[config.mk]
export PLATFORM = sky130hd
export DESIGN_NAME = debug_pbus_target
export DESIGN_NICKNAME = d
export VERILOG_FILES = /design/src/rtl/debug_pbus_target.sv
export SDC_FILE = /design/constraint.sdc
export NUM_CORES = 2
export LEC_CHECK = 0
export CAP_MARGIN = 20
export CELL_PAD_IN_SITES_DETAIL_PLACEMENT = 1
export CELL_PAD_IN_SITES_GLOBAL_PLACEMENT = 2
export CORE_AREA = 2 2 428 430
export CTS_BUF_LIST = sky130_fd_sc_hd__clkbuf_16
export CTS_CLUSTER_SIZE = 40
export DETAILED_ROUTE_END_ITERATION = 8
export DIE_AREA = 0 0 430 432
export PLACE_DENSITY = 0.75
export SLEW_MARGIN = 20
export SYNTH_ARGS = -nofsm -noshare
export SYNTH_HDL_FRONTEND = slang
export SYNTH_SLANG_ARGS = --single-unit
[constraint.sdc]
create_clock -name CLK -period 20.8 [get_ports CLK]
set_input_delay 5.2 -clock CLK [delete_from_list [all_inputs] [get_ports CLK]]
set_output_delay 5.2 -clock CLK [all_outputs]
set_load 0.1 [all_outputs]
[src/rtl/debug_pbus_target.sv]
// debug_pbus_target
// Responder on the CPU-domain debug memory bus. Serves a word-organised local
// RAM window (program buffer / debug data area) with a configurable number of
// wait states, byte-strobe writes and a sticky out-of-window error flag.
//
// Ports:
//   CLK      CPU clock, rising edge
//   RST_N    asynchronous active-low reset
//   PVALID   request valid, held by the initiator until it sees PREADY
//   PREADY   one-cycle response strobe
//   PWSTB    byte write strobes, 4'b0000 = read
//   PADDR    byte address (bits [1:0] ignored)
//   PWDATA   write data
//   PRDATA   read data, valid with PREADY and held until the next completed read
//   ERR      sticky out-of-window flag
//   ERR_CLR  synchronous clear of ERR (a simultaneous miss wins)
//   BUSY     high whenever the FSM is not idle
module debug_pbus_target #(
  parameter logic [31:0] BASE_ADDR   = 32'h0000_0800,
  parameter int          DEPTH_WORDS = 64,
  parameter int          WAIT_CYCLES = 1
) (
  input  logic        CLK,
  input  logic        RST_N,
  input  logic        PVALID,
  output logic        PREADY,
  input  logic [3:0]  PWSTB,
  input  logic [31:0] PADDR,
  input  logic [31:0] PWDATA,
  output logic [31:0] PRDATA,
  output logic        ERR,
  input  logic        ERR_CLR,
  output logic        BUSY
);

  localparam int          AW        = $clog2(DEPTH_WORDS);
  localparam logic [31:0] WIN_BYTES = 32'(DEPTH_WORDS * 4);
  localparam logic [3:0]  WAIT_LAST = (WAIT_CYCLES > 0) ? 4'(WAIT_CYCLES - 1) : 4'd0;

  typedef enum logic [1:0] {
    ST_IDLE = 2'd0,
    ST_WAIT = 2'd1,
    ST_RESP = 2'd2
  } state_t;

  state_t      state_r;
  logic [31:0] addr_r;
  logic [31:0] wdata_r;
  logic [3:0]  wstb_r;
  logic [3:0]  cnt_r;
  logic        pready_r;
  logic        busy_r;
  logic        err_r;
  logic [31:0] prdata_r;
  logic [31:0] mem_r [DEPTH_WORDS];

  logic [31:0]   req_addr_s;
  logic [3:0]    req_wstb_s;
  logic [31:0]   offset_s;
  logic          hit_s;
  logic [AW-1:0] idx_s;
  logic          req_read_s;
  logic [31:0]   rd_word_s;

  // Merge new data into an existing word, only on lanes whose strobe is set.
  function automatic logic [31:0] lane_merge(input logic [31:0] old_w,
                                             input logic [31:0] new_w,
                                             input logic [3:0]  stb);
    logic [31:0] m;
    m = old_w;
    for (int n = 0; n < 4; n++) begin
      m[8*n +: 8] = stb[n] ? new_w[8*n +: 8] : old_w[8*n +: 8];
    end
    return m;
  endfunction

  // Address decode. With zero wait states RESP is entered straight from the
  // accept edge, so in IDLE the live bus fields are decoded instead of the
  // (not yet loaded) capture registers.
  always_comb begin
    if (state_r == ST_IDLE) begin
      req_addr_s = PADDR;
      req_wstb_s = PWSTB;
    end else begin
      req_addr_s = addr_r;
      req_wstb_s = wstb_r;
    end
    offset_s   = (req_addr_s & 32'hFFFF_FFFC) - BASE_ADDR;
    hit_s      = (offset_s < WIN_BYTES);
    idx_s      = offset_s[AW+1:2];
    req_read_s = (req_wstb_s == 4'b0000);
    if (hit_s) begin
      rd_word_s = mem_r[idx_s];
    end else begin
      rd_word_s = 32'h0000_0000;
    end
  end

  // Request FSM with registered PREADY/BUSY/PRDATA/ERR.
  always_ff @(posedge CLK or negedge RST_N) begin
    if (!RST_N) begin
      state_r  <= ST_IDLE;
      addr_r   <= 32'h0000_0000;
      wdata_r  <= 32'h0000_0000;
      wstb_r   <= 4'b0000;
      cnt_r    <= 4'd0;
      pready_r <= 1'b0;
      busy_r   <= 1'b0;
      prdata_r <= 32'h0000_0000;
      err_r    <= 1'b0;
    end else begin
      case (state_r)
        ST_IDLE: begin
          if (PVALID) begin
            addr_r  <= PADDR;
            wdata_r <= PWDATA;
            wstb_r  <= PWSTB;
            cnt_r   <= 4'd0;
            busy_r  <= 1'b1;
            if (WAIT_CYCLES == 0) begin
              state_r  <= ST_RESP;
              pready_r <= 1'b1;
              if (req_read_s) begin
                prdata_r <= rd_word_s;
              end
            end else begin
              state_r <= ST_WAIT;
            end
          end
        end
        ST_WAIT: begin
          // A dropped PVALID abandons the request; it takes priority over
          // the last wait cycle so an aborted request never responds.
          if (!PVALID) begin
            state_r <= ST_IDLE;
            busy_r  <= 1'b0;
          end else if (cnt_r == WAIT_LAST) begin
            state_r  <= ST_RESP;
            pready_r <= 1'b1;
            if (req_read_s) begin
              prdata_r <= rd_word_s;
            end
          end else begin
            cnt_r <= cnt_r + 4'd1;
          end
        end
        ST_RESP: begin
          state_r  <= ST_IDLE;
          pready_r <= 1'b0;
          busy_r   <= 1'b0;
        end
        default: begin
          state_r  <= ST_IDLE;
          pready_r <= 1'b0;
          busy_r   <= 1'b0;
        end
      endcase

      // A completing miss sets ERR even if a clear arrives in the same cycle.
      if ((state_r == ST_RESP) && !hit_s) begin
        err_r <= 1'b1;
      end else if (ERR_CLR) begin
        err_r <= 1'b0;
      end else begin
        err_r <= err_r;
      end
    end
  end

  // RAM write port: commits at the edge ending RESP. Gated by the reset-cleared
  // state so a reset during a request can never leave a partial write.
  always_ff @(posedge CLK) begin
    if ((state_r == ST_RESP) && hit_s && (wstb_r != 4'b0000)) begin
      mem_r[idx_s] <= lane_merge(mem_r[idx_s], wdata_r, wstb_r);
    end
  end

  assign PREADY = pready_r;
  assign PRDATA = prdata_r;
  assign ERR    = err_r;
  assign BUSY   = busy_r;

endmodule

==> results.ini <==
[clock_tree]
clock_latency_ns=0.91
max-clock-path-buffers=3
ctsHoldBuffers=0
post_cts_buffers=0
postCtsResizedCells=0
clkTransAtPathRegs_ns=0.06
cts-root-buf=clkbuf_16
cts_sinks=2155
htreeDepth=4
cts_tree=built
cts_buffers=212

[synthesis]
syn_area_um2=83000
synth_top_area_share_pct=74.1
yosysWarnings=0
async_reset_ff_share_pct=4.97
synth_ff_type=edfxtp_1
yosysTopAreaCell=edfxtp_1
postSynthCellCount=5114
ys_seq_area_share_pct=77.3
synth_nets=5189
synth.avg_cell_area_um2=16.2
ys_types=87
synth_edf_count=2048
synth_area_leaders=edfxtp_1, a22oi_1, dfrtp_1, o21ai_0, mux2_2
ys_seq_elements=2155

[sta]
hold_ws_ns=0.502
final.min_clock_period_ns=10.79
rsz0062_at_grt=no
fin_skew_ns=0.0481
hold_viol=0
fmax_ghz=0.0927
setup_viol=0
maxSlewHeadroom_pct=15.8
tightest_slew_ns=1.26
drv_slew=0
fin_tns_setup_ns=0
min_period_over_period_pct=51.9

[global_route]
grt_max_degree=87
grt_usage_pct=35.9
grt_pass1_vias=55400
antenna_found_initial=16
grt_overflow=0
grt_pass1_wl_um=459000

[layout]
areaGrowthSynthToFinish_pct=14.6
design.final.nets=5421
utilization_pct=52.4
nFillCells=16800
mostFrequentLayoutCell=edfxtp_1
drive_above_1_share_pct=15.4
layout.cells.most_common_list=edfxtp_1, o21ai_0, a22oi_1

[placement]
hpwlAfterDp_um=187000
portBuffers=104
gp_congestion=0.904

[min_path]
hold_path_class=reg2reg
hold_start=PRDATA[6]

[worst_setup_path]
worst-endpoint-arrival_ns=11.29
crit_path_max_fanout=64
rr_startpoint=state_r[0]
end_kind=flip-flop
start_kind=primary input
path_class=in2reg
r2r_slack_ns=13.95
startpoint=PADDR[3]
required_ns=21.30

[route]
drtAntennaViolNets=0
drc=0
drt-total-wl_um=337000
vias=56700
viasPerCell=7.15
drtPass1Iterations=9
drtIter0Drc=9739
wire_per_inst_um=42.5

[pwr]
power.total_mw=15.0
ir_drop_v=0.000121
powerDensity_nw_per_um2=158
p_leak_nw=30.6

[run_status]
status=finished clean

[floorplanning]
design.die.area_um2=186000
rows=157
die_x_um=430
initial_utilization_pct=45.7
core_um2=182000
fp.dieH_um=432
io_pins=107

[run]
max_cap_viol_count=0

Yosys cell counts, types with 9 or more instances:
cell type  instances
a2111oi_0         10
a21oi_1           63
a221oi_1          82
a222oi_1          84
a22o_1            86
a22oi_1          392
a31oi_1           95
a32o_1            10
a41oi_1           12
and3_1            32
buf_1             35
buf_2            100
buf_4             16
clkbuf_1         198
dfrtp_1          107
edfxtp_1        2048
inv_1             20
mux2_2           139
mux2i_1          120
nand2_1          373
nand2b_1          13
nand3_1          119
nand4_1          106
nor2_1            69
nor2b_1           10
nor3_1            68
nor3b_1            9
nor4_1            53
o211ai_1          21
o21a_1            19
o21ai_0          395
o221ai_1           9
o22a_1            13
o22ai_1           23
o32ai_1            9
or3_1              9
or4_1             16
logic make-up after synthesis:
group,Yosys count,share of synthesized area (%)
AOI/OAI and AO/OA,1387,11.7
xor gates and xnor gates,5,0.0527
muxes,263,3.40
adders and majority gates,3,0.0452
and+or+nand+nor,929,5.55
buffers and inverters,372,1.92
DFF,2155,77.3
final cells by class:
class,instances,area (um^2),area share [%]
Timing Repair Buffer,370,3090,3.24
Clock buffer,212,5310,5.57
Multi-Input combinational cell,2587,18100,19.0
Antenna cell,12,30.0,0.0315
Clock inverter,180,1410,1.48
Inverter,20,75.1,0.0789
Sequential cell,2155,64200,67.4
Tap cell,2385,2980,3.14
worst paths after layout:
| path | to | cells past startpoint |
|---|---|---|
| max | mem_r[12][27] | 12 |
| min | PRDATA[6] | 1 |
| max reg2reg | mem_r[12][27] | 10 |
| min reg2reg | PRDATA[6] | 1 |
| max in group asynchronous | addr_r[3] | 2 |
| min in group asynchronous | PRDATA[7] | 1 |
registers in the layout, indices dropped and copies added, names as in the netlist:
register  cells
state_r       2
wdata_r      32
PREADY        1
mem_r      2048
wstb_r        4
PRDATA       32
addr_r       30
ERR           1
BUSY          1
cnt_r         4
metal layers:
layer | routed length (um) | part of all wire, % | vias to the layer above | track usage [%]
li1 | - | - | 21300 | -
met1 | 121000 | 36 | 29600 | 46.9
met2 | 150000 | 45 | 4607 | 54.9
met3 | 45400 | 13 | 1051 | 10.0
met4 | 20300 | 6.0 | 8 | 18.6
met5 | 87 | 0.026 | - | 0
per-stage QoR:
stage          cell area [um^2]  worst slack, ns  instances
6_report                  95200            10.01       7921
3_3_place_gp              88400             9.25       7517
3_5_place_dp              88400             9.14       7517
5_1_grt                   95200            10.14       7910
2_1_floorplan             83000            10.23       5114
4_1_cts                   95100            10.01       7909
where the power goes:
| group | switching (mW) | internal, mW |
|---|---|---|
| Combinational | 3.85 | 0.965 |
| Clock | 1.72 | 2.04 |
| Sequential | 0.0985 | 6.33 |
worst max-delay path: stages:
cell and delay, ns:
buf_2 0.10, buf_4 0.33, or3b_2 0.56, nand2_8 0.46, buf_4 0.59, buf_4 0.57, mux2_2 0.40, a222oi_1 0.34
a31oi_1 0.33, nor4_1 0.63, nand4_1 0.83, mux2_4 0.80
Power figures use the tool's default switching activity.
